--- src/rtl/ssd_scan_driver.sv ---
// Two-digit multiplexed seven-segment driver: calculator-style digit shift-in,
// chip_sel scanning and a blanking gap after every digit switch to avoid ghosting.
module ssd_scan_driver #(
  parameter int clk_freq       = 50_000_000,
  parameter int refresh_hz     = 1000,
  parameter int blank_cycles   = 16,
  parameter bit seg_active_low = 1'b0
) (
  input  logic       clk,
  input  logic       rst,
  input  logic       digit_valid,
  input  logic [3:0] digit_in,
  input  logic       clear,
  output logic [6:0] seg,
  output logic       chip_sel,
  output logic       frame_tick
);

  localparam int refresh_div = clk_freq / refresh_hz;
  localparam int cw = (refresh_div > 1) ? $clog2(refresh_div) : 1;
  localparam int bw = (blank_cycles > 0) ? $clog2(blank_cycles + 1) : 1;
  localparam logic [cw-1:0] refresh_last = cw'(refresh_div - 1);
  localparam logic [bw-1:0] blank_load   = bw'(blank_cycles);

  typedef enum logic {SHOW, BLANK} phase_t;

  phase_t          state, state_next;
  logic [cw-1:0]   refresh_cnt;
  logic [bw-1:0]   blank_cnt, blank_cnt_next;
  logic [3:0]      d0, d1, d0_next, d1_next;
  logic            blank0, blank1, blank0_next, blank1_next;
  logic            terminal, chip_sel_next;
  logic [3:0]      sel_digit;
  logic            sel_blank;
  logic [6:0]      seg_lit, seg_next;

  function automatic logic [6:0] font(input logic [3:0] v);
    case (v)
      4'h0: font = 7'b0111111;
      4'h1: font = 7'b0000110;
      4'h2: font = 7'b1011011;
      4'h3: font = 7'b1001111;
      4'h4: font = 7'b1100110;
      4'h5: font = 7'b1101101;
      4'h6: font = 7'b1111101;
      4'h7: font = 7'b0000111;
      4'h8: font = 7'b1111111;
      4'h9: font = 7'b1101111;
      4'hA: font = 7'b1110111;
      4'hB: font = 7'b1111100;
      4'hC: font = 7'b0111001;
      4'hD: font = 7'b1011110;
      4'hE: font = 7'b1111001;
      default: font = 7'b1110001;
    endcase
  endfunction

  // Segment data is built from the next-cycle digit values so a strobe shows up
  // on seg in the very next cycle despite seg being registered.
  always_comb begin
    d0_next        = d0;
    d1_next        = d1;
    blank0_next    = blank0;
    blank1_next    = blank1;
    chip_sel_next  = chip_sel;
    blank_cnt_next = blank_cnt;
    state_next     = state;
    terminal       = (refresh_cnt == refresh_last);

    if (clear) begin
      d0_next     = 4'h0;
      d1_next     = 4'h0;
      blank0_next = 1'b1;
      blank1_next = 1'b1;
    end else if (digit_valid) begin
      d1_next     = d0;
      blank1_next = blank0;
      d0_next     = digit_in;
      blank0_next = 1'b0;
    end

    if (terminal) begin
      chip_sel_next  = ~chip_sel;
      blank_cnt_next = blank_load;
    end else if (blank_cnt != '0) begin
      blank_cnt_next = blank_cnt - 1'b1;
    end
    state_next = (blank_cnt_next != '0) ? BLANK : SHOW;

    sel_digit = chip_sel_next ? d1_next : d0_next;
    sel_blank = chip_sel_next ? blank1_next : blank0_next;
    seg_next  = (state_next == SHOW && !sel_blank) ? font(sel_digit) : 7'b0000000;
  end

  always_ff @(posedge clk) begin
    if (rst) begin
      state       <= SHOW;
      refresh_cnt <= '0;
      blank_cnt   <= '0;
      chip_sel    <= 1'b0;
      frame_tick  <= 1'b0;
      seg_lit     <= 7'b0000000;
      d0          <= 4'h0;
      d1          <= 4'h0;
      blank0      <= 1'b1;
      blank1      <= 1'b1;
    end else begin
      state       <= state_next;
      refresh_cnt <= terminal ? '0 : refresh_cnt + 1'b1;
      blank_cnt   <= blank_cnt_next;
      chip_sel    <= chip_sel_next;
      frame_tick  <= terminal && chip_sel;
      seg_lit     <= seg_next;
      d0          <= d0_next;
      d1          <= d1_next;
      blank0      <= blank0_next;
      blank1      <= blank1_next;
    end
  end

  assign seg = seg_active_low ? ~seg_lit : seg_lit;

endmodule

--- config.mk ---
export PLATFORM = sky130hd
export DESIGN_NAME = ssd_scan_driver
export DESIGN_NICKNAME = d
export VERILOG_FILES = /design/src/rtl/ssd_scan_driver.sv
export SDC_FILE = /design/constraint.sdc
export NUM_CORES = 1
export LEC_CHECK = 0
export BUFFER_PORTS_ARGS = -buffer_cell sky130_fd_sc_hd__buf_4
export CAP_MARGIN = 40
export CORE_MARGIN = 4
export CORE_UTILIZATION = 58
export DETAILED_ROUTE_END_ITERATION = 7
export MAX_ROUTING_LAYER = met4
export PLACE_DENSITY = 0.78
export SYNTH_ARGS = -nofsm -noshare
export SYNTH_HDL_FRONTEND = slang
export SYNTH_SLANG_ARGS = --single-unit
--- constraint.sdc ---
create_clock -name clk -period 4.07 [get_ports clk]
set_input_delay 0.6105 -clock clk [delete_from_list [all_inputs] [get_ports clk]]
set_output_delay 0.6105 -clock clk [all_outputs]
set_load 0.005 [all_outputs]
==> results.json <==
{
  "grt_setup_unrepaired": "no",
  "initial_utilization_pct": 62.7,
  "hold_start": "refresh_cnt[0]",
  "clk_pin_slew_ns": 0.11,
  "synth_area_leaders": "dfxtp_1 (41%), nor2_1 (7.2%), mux2i_1 (7.1%)",
  "vias_per_cell": 5.40,
  "cts_root_buffer": "clkbuf_4",
  "synth_nets": 232,
  "ctsHtreeMaxLevel": 2,
  "p_per_area_nw_per_um2": 391,
  "synth_seq_area_share_pct": 40.5,
  "cts_buffer_depth": 2,
  "antenna_found_initial": 0,
  "ios": 17,
  "post-cts-setup-buffer-count": 0,
  "vias": 1468,
  "avgSynthCellArea_um2": 9.24,
  "cts_made_buffers": 5,
  "yosysUniqueCellTypes": 39,
  "ys_seq_elements": 40,
  "fmax_mhz": 282,
  "end_kind": "flip-flop",
  "fin_skew_ns": 0.00901,
  "cap_violations": 0,
  "drive_gt1_share_pct": 14.0,
  "diodes": 0,
  "r2r-start": "refresh_cnt[0]",
  "gp_congestion": 0.867,
  "rows": 20,
  "setup_ws_ns": 0.524,
  "leakage_nw": 0.906,
  "hold_path.class": "flip-flop to flip-flop",
  "grt_pass1_wl_mm": 6.00,
  "drtPass1Iterations": 4,
  "first_iter_violations": 58,
  "nets": 245,
  "worst_pin_slew_ns": 0.685,
  "tritoncts": "yes",
  "yosys_warnings": 0,
  "vdd_drop_max_uv": 315,
  "slew_viol_final": 0,
  "die_w_um": 66.4,
  "wl_mm": 3.47,
  "synthesis.area_um2": 1980,
  "relSlewSlack_pct": 54.4,
  "cts_hold_buf": 0,
  "die_y_um": 66.4,
  "gr-usage-all-layers_pct": 18.2,
  "cts.repair.resized": 0,
  "antenna_left": 0,
  "start_kind": "flip-flop",
  "synth_top_area_cell": "dfxtp_1",
  "critPathKind": "flip-flop to flip-flop",
  "crit_start": "refresh_cnt[0]",
  "synth_top_area_share_pct": 40.5,
  "finalSetupTns_ns": 0,
  "finalHoldViolCount": 0,
  "die_area_um2": 4410,
  "status": "finished clean",
  "fin_crit_ns": 3.55,
  "cts_sinks": 40,
  "wl_per_cell_um": 12.8,
  "arrival_ns": 3.80,
  "clock_latency_ns": 0.34,
  "io_buffers": 16,
  "crit_fanout": 13,
  "post-route-drc-count": 0,
  "setup_viol": 0,
  "core-area_um2": 3150,
  "area_growth_pct": 8.61,
  "min_period_over_period_pct": 87.1,
  "dp_slack_ns": 0.552,
  "grt_pass1_vias": 1433,
  "dp_hpwl_mm": 2.66,
  "netlist_instances": 214,
  "worstHoldPathCells": 1,
  "grt_max_degree": 20,
  "gr-total-overflow": 0,
  "worst-r2r-cell-count": 14,
  "num-fill-cells": 263,
  "required_ns": 4.32
}
==> stage by stage <==
step	util, %	hold WS (ns)	cell area (µm²)	std cells	power [mW]
global placement	66.2	0.424	2090	264	0.624
floorplan	-	0.413	1980	214	0.591
global route	68.1	0.456	2150	272	0.892
finish	68.1	0.445	2150	272	0.839
detailed placement	66.2	0.432	2090	264	0.641
CTS	68.1	0.449	2150	272	0.847
==> sequential cells by signal, indices dropped and copies added, names as in the netlist <==
signal,cells
blank1,1
seg,7
d0,4
blank_cnt,5
chip_sel,1
d1,4
frame_tick,1
refresh_cnt,16
blank0,1
==> cell usage after synthesis, drive strengths merged <==
library cell	count
and4	2
a221oi	1
a22oi	1
and3	1
nor4bb	1
nand3b	2
ha	10
clkbuf	2
a311oi	2
or2	1
nor2b	5
inv	9
a211oi	6
mux2i	14
o21ai	4
a22o	2
a211o	1
and2b	1
a21oi	5
nand2	10
buf	8
nor4b	2
xor2	11
nand3	8
or3	1
nor2	38
nand4	6
mux2	4
xnor2	6
nor3	5
a31o	1
dfxtp	40
nand2b	4
==> layer usage <==
metal	wire [µm]	up-vias	part of all wire [%]	track usage, %
met4	48	0	1.4	5.58
met5	0	-	0	-
li1	-	759	-	-
met1	1680	680	48	21.4
met2	1620	22	47	30.1
met3	122	7	3.5	5.10
==> cell usage in the layout (no fill, tap or decap), types with 6 or more instances in the layout <==
master	Yosys	routed
dfxtp_1	40	40
nor2_1	38	38
buf_4	0	16
mux2i_1	14	14
xor2_1	11	11
nand2_1	10	10
ha_1	10	10
inv_1	9	9
nand3_1	8	8
xnor2_1	6	6
==> report_power, final <==
group | switching, mW | internal (mW) | leakage [nW]
Sequential | 0.0213 | 0.420 | 0.325
Combinational | 0.104 | 0.0879 | 0.549
Clock | 0.121 | 0.0853 | 0.0326
==> worst max-delay path, stage by stage (launching register included) <==
cell and delay [ns]:
dfxtp_1 0.36, ha_1 0.24, nand2_1 0.09, nor2_1 0.24, nand4_1 0.24, inv_1 0.11, ha_1 0.40, and2b_1 0.27
a211oi_1 0.04, a211oi_1 0.46, inv_1 0.20, ha_1 0.32, nor2_1 0.16, a21oi_1 0.06, a221oi_1 0.27
==> path summary, 6_finish.rpt <==
| check | end | slack (ns) |
|---|---|---|
| setup / recovery | seg[1] | 0.52 |
| hold / removal | refresh_cnt[0] | 0.45 |
| setup reg to reg | seg[1] | 0.52 |
| hold reg to reg | refresh_cnt[0] | 0.45 |
==> logic make-up after synthesis <==
| group | Yosys count | share of synthesized area (%) |
|---|---|---|
| and+or+nand+nor | 87 | 22.2 |
| DFF | 40 | 40.5 |
| AOI/OAI and AO/OA | 23 | 8.99 |
| buffers and inverters | 19 | 4.94 |
| muxes | 18 | 9.56 |
| xor gates and xnor gates | 17 | 7.53 |
| adders and majority gates | 10 | 6.33 |
==> area by class of cell <==
cell class / count / area [µm²] / share of cell area, %
clock buffers: 8 / 58.8 / 2.74
inverters: 9 / 33.8 / 1.57
multi-input cells: 155 / 1080 / 50.2
well taps: 44 / 55.1 / 2.56
flip-flops and latches: 40 / 801 / 37.3
repair buffers: 16 / 120 / 5.59
Power figures use the tool's default switching activity.
